[src/rtl/riscv_pkg.sv]
// Shared RV32 pipeline types and constants for the front-end stages.
// No logic; no latency; no flow control.
// Imported by fetch_stage and pc_reg.
package riscv_pkg;

  localparam int XLEN = 32;

  localparam logic [XLEN-1:0] NOP_INSTR = 32'h0000_0013;

  typedef struct packed {
    logic [XLEN-1:0] instr;
    logic [XLEN-1:0] pc;
    logic [XLEN-1:0] pc_plus4;
    logic            valid;
  } if_id_t;

  // Instruction fetch is word-granular, so redirect targets drop their byte offset.
  function automatic logic [XLEN-1:0] align_word(input logic [XLEN-1:0] addr);
    return {addr[XLEN-1:2], 2'b00};
  endfunction

endpackage

[src/rtl/pc_reg.sv]
// Program counter register with redirect > stall > sequential next-PC selection.
// Latency: 1 cycle from redirect/stall inputs to PCF; PCPlus4F is combinational.
// Backpressure: StallF holds the PC unless a redirect is taken the same cycle.
module pc_reg
  import riscv_pkg::*;
#(
  parameter logic [XLEN-1:0] RESET_PC = 32'h0000_0000
) (
  input  logic            clk,
  input  logic            rst,
  input  logic            StallF,
  input  logic            PCSrcE,
  input  logic [XLEN-1:0] PCTargetA,
  output logic [XLEN-1:0] PCF,
  output logic [XLEN-1:0] PCPlus4F
);

  logic [XLEN-1:0] pc_next;

  assign PCPlus4F = PCF + 32'd4;

  always_comb begin
    pc_next = PCPlus4F;
    if (PCSrcE) begin
      pc_next = PCTargetA;
    end else if (StallF) begin
      pc_next = PCF;
    end
  end

  always_ff @(posedge clk) begin
    if (rst) begin
      PCF <= RESET_PC;
    end else begin
      PCF <= pc_next;
    end
  end

endmodule

[src/rtl/fetch_stage.sv]
// Fetch stage with IF/ID register; optional stall/flush counters under FETCH_PERF_COUNT_EN.
// Latency: instruction at PCF in cycle n reaches InstrD/PCD in cycle n+1.
// Backpressure: StallF holds PC, StallD holds IF/ID, FlushD inserts a bubble (flush beats stall).
module fetch_stage
  import riscv_pkg::*;
#(
  parameter logic [XLEN-1:0] RESET_PC  = 32'h0000_0000,
  parameter logic [XLEN-1:0] NOP_INSTR = riscv_pkg::NOP_INSTR
) (
  input  logic            clk,
  input  logic            rst,
  input  logic            StallF,
  input  logic            StallD,
  input  logic            FlushD,
  input  logic            PCSrcE,
  input  logic [XLEN-1:0] PCTargetE,
  input  logic [XLEN-1:0] InstrF,
  output logic [XLEN-1:0] PCF,
  output logic [XLEN-1:0] InstrD,
  output logic [XLEN-1:0] PCD,
  output logic [XLEN-1:0] PCPlus4D,
  output logic            ValidD,
`ifdef FETCH_PERF_COUNT_EN
  output logic [31:0]     StallCount,
  output logic [31:0]     FlushCount,
`endif
  output logic            MisalignF
);

  logic [XLEN-1:0] pc_plus4_f;
  if_id_t          if_id_q;
  if_id_t          if_id_bubble;
  if_id_t          if_id_fetch;

  assign MisalignF = PCSrcE && (PCTargetE[1:0] != 2'b00);

  pc_reg #(
    .RESET_PC (RESET_PC)
  ) u_pc_reg (
    .clk       (clk),
    .rst       (rst),
    .StallF    (StallF),
    .PCSrcE    (PCSrcE),
    .PCTargetA (align_word(PCTargetE)),
    .PCF       (PCF),
    .PCPlus4F  (pc_plus4_f)
  );

  always_comb begin
    if_id_bubble          = '0;
    if_id_bubble.instr    = NOP_INSTR;
    if_id_fetch.instr     = InstrF;
    if_id_fetch.pc        = PCF;
    if_id_fetch.pc_plus4  = pc_plus4_f;
    if_id_fetch.valid     = 1'b1;
  end

  always_ff @(posedge clk) begin
    if (rst || FlushD) begin
      if_id_q <= if_id_bubble;
    end else if (!StallD) begin
      if_id_q <= if_id_fetch;
    end
  end

  assign InstrD   = if_id_q.instr;
  assign PCD      = if_id_q.pc;
  assign PCPlus4D = if_id_q.pc_plus4;
  assign ValidD   = if_id_q.valid;

`ifdef FETCH_PERF_COUNT_EN
  // A redirect overrides the stall, so that cycle is not counted as lost to it.
  always_ff @(posedge clk) begin
    if (rst) begin
      StallCount <= '0;
      FlushCount <= '0;
    end else begin
      if (StallF && !PCSrcE) begin
        StallCount <= StallCount + 32'd1;
      end
      if (FlushD) begin
        FlushCount <= FlushCount + 32'd1;
      end
    end
  end
`endif

endmodule

[config.mk]
export PLATFORM = sky130hd
export DESIGN_NAME = fetch_stage
export DESIGN_NICKNAME = d
export VERILOG_FILES = /design/src/rtl/riscv_pkg.sv /design/src/rtl/pc_reg.sv /design/src/rtl/fetch_stage.sv
export SDC_FILE = /design/constraint.sdc
export NUM_CORES = 1
export LEC_CHECK = 0
export CORE_MARGIN = 2
export CORE_UTILIZATION = 28
export CTS_CLUSTER_DIAMETER = 30
export DETAILED_ROUTE_END_ITERATION = 7
export HOLD_SLACK_MARGIN = 0.08
export SYNTH_ARGS = -nofsm -noshare
export SYNTH_HDL_FRONTEND = slang
export SYNTH_HIERARCHICAL = 1
export SYNTH_SLANG_ARGS = --single-unit
[constraint.sdc]
create_clock -name clk -period 2.1 [get_ports clk]
set_input_delay 0.63 -clock clk [delete_from_list [all_inputs] [get_ports clk]]
set_output_delay 0.63 -clock clk [all_outputs]
set_load 0.005 [all_outputs]
==> flow_summary.yaml <==
routing:
  vias: 5117
  wl_um: 17300
  wl_met3_um: 1340
  highest_layer: "met4"
  drt_iter0_drc: 146
  drt-wirelength-per-cell_um: 15.5
  first_pass_iters: 4
  vias_per_cell: 4.56
  wirelength_met1_um: 7770
  drc: 0
  wl_met2_um: 8010
  ant_nets: 0
global_routing:
  grt_overflow: 0
  antenna_found_initial: 0
  grt_pass1_wl_um: 26500
  grt_pass1_vias: 4773
  grt_max_degree: 51
  track_usage_pct: 15.4
die:
  top_level_ports: 200
  rows: 52
  core_area_um2: 20300
  die_x_um: 148
  die_h_um: 148
  dieArea_um2: 21900
  start_util_pct: 28.5
clock_tree:
  cts.clk_slew.worst_paths_ps: 60
  clkSinkCount: 129
  cts_hold_buf: 0
  cts-root-buf: "clkbuf_16"
  cts_buffer_depth: 2
  cts_buffers: 17
  clock_latency_ps: 420
  cts_tree: "built"
  cts_max_level: 4
power_and_ir_drop:
  pwr-share-seq_pct: 40.1
  power_density_nw_per_um2: 725
  switching_share_pct: 24.1
  p_sw_mw: 1.57
  internal_power_mw: 4.97
  power_frac_comb_pct: 12.9
  vdd_ir_drop_max_uv: 521
  leakagePower_nw: 3.50
  clkPwrFrac_pct: 47.0
run_status:
  status: "completed"
worst_setup_path:
  cp_max_fo: 2
  rrSetupSlack_ps: 110
  worst_r2r_endpoint: "u_pc_reg/PCF[24]$_SDFFE_PP0N_"
  worstPathRequired_ps: 1470
  reg2reg_from: "u_pc_reg/PCF[3]$_SDFFE_PP0N_"
  end_kind: "output pin"
  ff2ff_path_depth: 5
  cp.arrival_ps: 1420
  start_kind: "input pin"
  path_class: "input pin to output pin"
logic_synthesis:
  synth_area_per_cell_um2: 9.45
  yosysWarnings: 6
  syn_inst: 613
  ys_seq_area_share_pct: 44.6
  synth.distinct_cells: 49
  yosys.area.top_type: "dfxtp_1"
  synthDominantCellAreaShare_pct: 44.6
  ys_top_cells_by_area: "dfxtp_1 45%, mux2i_1 17%, nor2_1 7.8%, xnor2_1 5.0%, buf_6 2.3%"
  yosys_register_bits: 129
  synth_area_um2: 5790
final_layout:
  layout_common_cells: "194 x clkdlybuf4s50_1, 121 x nor2_1, 107 x dfxtp_1"
  drive_above_1_share_pct: 15.5
  num-nets-final: 909
  fillCellCount: 1973
  area_growth_pct: 55.8
  final-seq-area_um2: 2620
  mostFrequentLayoutCell: "clkdlybuf4s50_1"
  diodes: 0
  fin_cells: 1121
  fin_area_um2: 9030
  multiInputGateArea_um2: 2890
worst_hold_path:
  min-delay-start: "ValidD$_SDFFE_PP0N_"
  holdPathEnd: "ValidD$_SDFFE_PP0N_"
  holdPathStages: 2
  hold_class: "flip-flop to flip-flop"
place:
  place_inst: 1089
  place.gp.congestion: 0.786
  hpwl_um: 12600
  placed_area_um2: 8350
  dp_slack_ps: -409
  port_buffers: 199
sta:
  rsz0062_at_grt: "no"
  finalCriticalPeriod_ps: 2050
  period_share_pct: 97.7
  layout_setup_ws_ps: 47.5
  setup_viol: 0
  finalMaxSlewViolations: 0
  skew_ps: 7.15
  hold_viol: 0
  fin_setup_tns_ps: 0
  clock.fmax_ghz: 0.487
flow_run:
  maxCapViolCount: 0
flip-flops by register name (all words and copies together), names as in the netlist:
signal and count:
PCD 32, u_pc_reg/PCF 32, InstrD 32, ValidD 1, PCPlus4D 32
synthesized netlist by cell type (all sizes together):
master	number
and2	3
nor3	7
o31ai	8
ha	1
nand2b	1
or2	1
clkbuf	21
a31o	1
and4	4
or3	7
a311oi	15
nor4	6
a41o	1
and3	7
dfxtp	129
xnor2	33
a21oi	4
nor3b	1
o221ai	1
nand4	12
o211ai	1
conb	1
a221oi	1
inv	9
o22a	1
buf	30
nand3	18
or4	8
nor4b	1
nand2	20
nor2	131
a211oi	10
mux2i	99
o21ai	5
xor2	5
nand3b	1
o21a	1
nor2b	3
a31oi	1
a21o	1
a2111oi	3
through the flow:
step	hold WS, ps	power, mW	util [%]
3_3_place_gp	432	3.51	41.1
2_1_floorplan	442	3.05	-
4_1_cts	445	6.62	44.2
6_report	444	6.54	44.5
5_1_grt	477	6.82	44.5
3_5_place_dp	436	3.52	41.1
cell families (layout without fill, tap and decap cells):
| kind of cell | Yosys count | in the layout | synth area share, % |
|---|---|---|---|
| AOI/OAI and AO/OA | 54 | 54 | 7.11 |
| xor gates and xnor gates | 38 | 38 | 5.75 |
| adders and majority gates | 1 | 1 | 0.216 |
| buffers and inverters | 60 | 297 | 5.85 |
| DFF | 129 | 129 | 44.6 |
| muxes | 99 | 99 | 17.1 |
| other | 1 | 2 | 0.0647 |
| and+or+nand+nor | 231 | 231 | 19.3 |
timing repair:
item | in CTS | in global routing
pin swaps | 0 | 1
buffers inserted | 0 | 0
setup endpoints to repair | 13 | 21
resized for setup | 16 | 21
layer usage:
| metal | global-route usage [%] | vias to the layer above |
|---|---|---|
| li1 | - | 2587 |
| met1 | 19.6 | 2366 |
| met2 | 24.6 | 147 |
| met3 | 5.93 | 17 |
| met4 | 4.24 | 0 |
| met5 | 0 | - |
power by group through the flow:
| stage | Combinational [mW] | Sequential [mW] | Clock (mW) |
|---|---|---|---|
| floorplan | 0.370 | 2.68 | 0 |
| global placement | 0.843 | 2.67 | 0 |
| detailed placement | 0.845 | 2.67 | 0 |
| CTS | 0.848 | 2.62 | 3.15 |
| global route | 0.910 | 2.64 | 3.28 |
| finish | 0.842 | 2.62 | 3.08 |
worst max path at each step:
stage | slack, ps | cells past startpoint | startpoint | end
6_report | 50 | 3 | PCSrcE | MisalignF
5_1_grt | 2 | 3 | PCSrcE | MisalignF
4_1_cts | 0.3 | 2 | u_pc_reg/PCF[22]$_SDFFE_PP0N_ | PCF[22]
3_5_place_dp | -410 | 4 | StallF | u_pc_reg/PCF[19]$_SDFFE_PP0N_
3_3_place_gp | -350 | 4 | StallF | u_pc_reg/PCF[17]$_SDFFE_PP0N_
2_1_floorplan | 20 | 6 | u_pc_reg/PCF[2]$_SDFFE_PP0N_ | u_pc_reg/PCF[20]$_SDFFE_PP0N_
final cells by class:
cell class	instances	share of cell area (%)
repair buffers	256	28.1
clock buffers	19	5.02
multi-input cells	425	32.0
clock inverters	13	1.79
well taps	270	3.74
inverters	9	0.374
flip-flops and latches	129	29.0
worst max-delay path, cell delays in order:
cell and delay, ps:
clkdlybuf4s50_1 480, o21a_1 120, clkdlybuf4s15_1 200
Power figures use the tool's default switching activity.
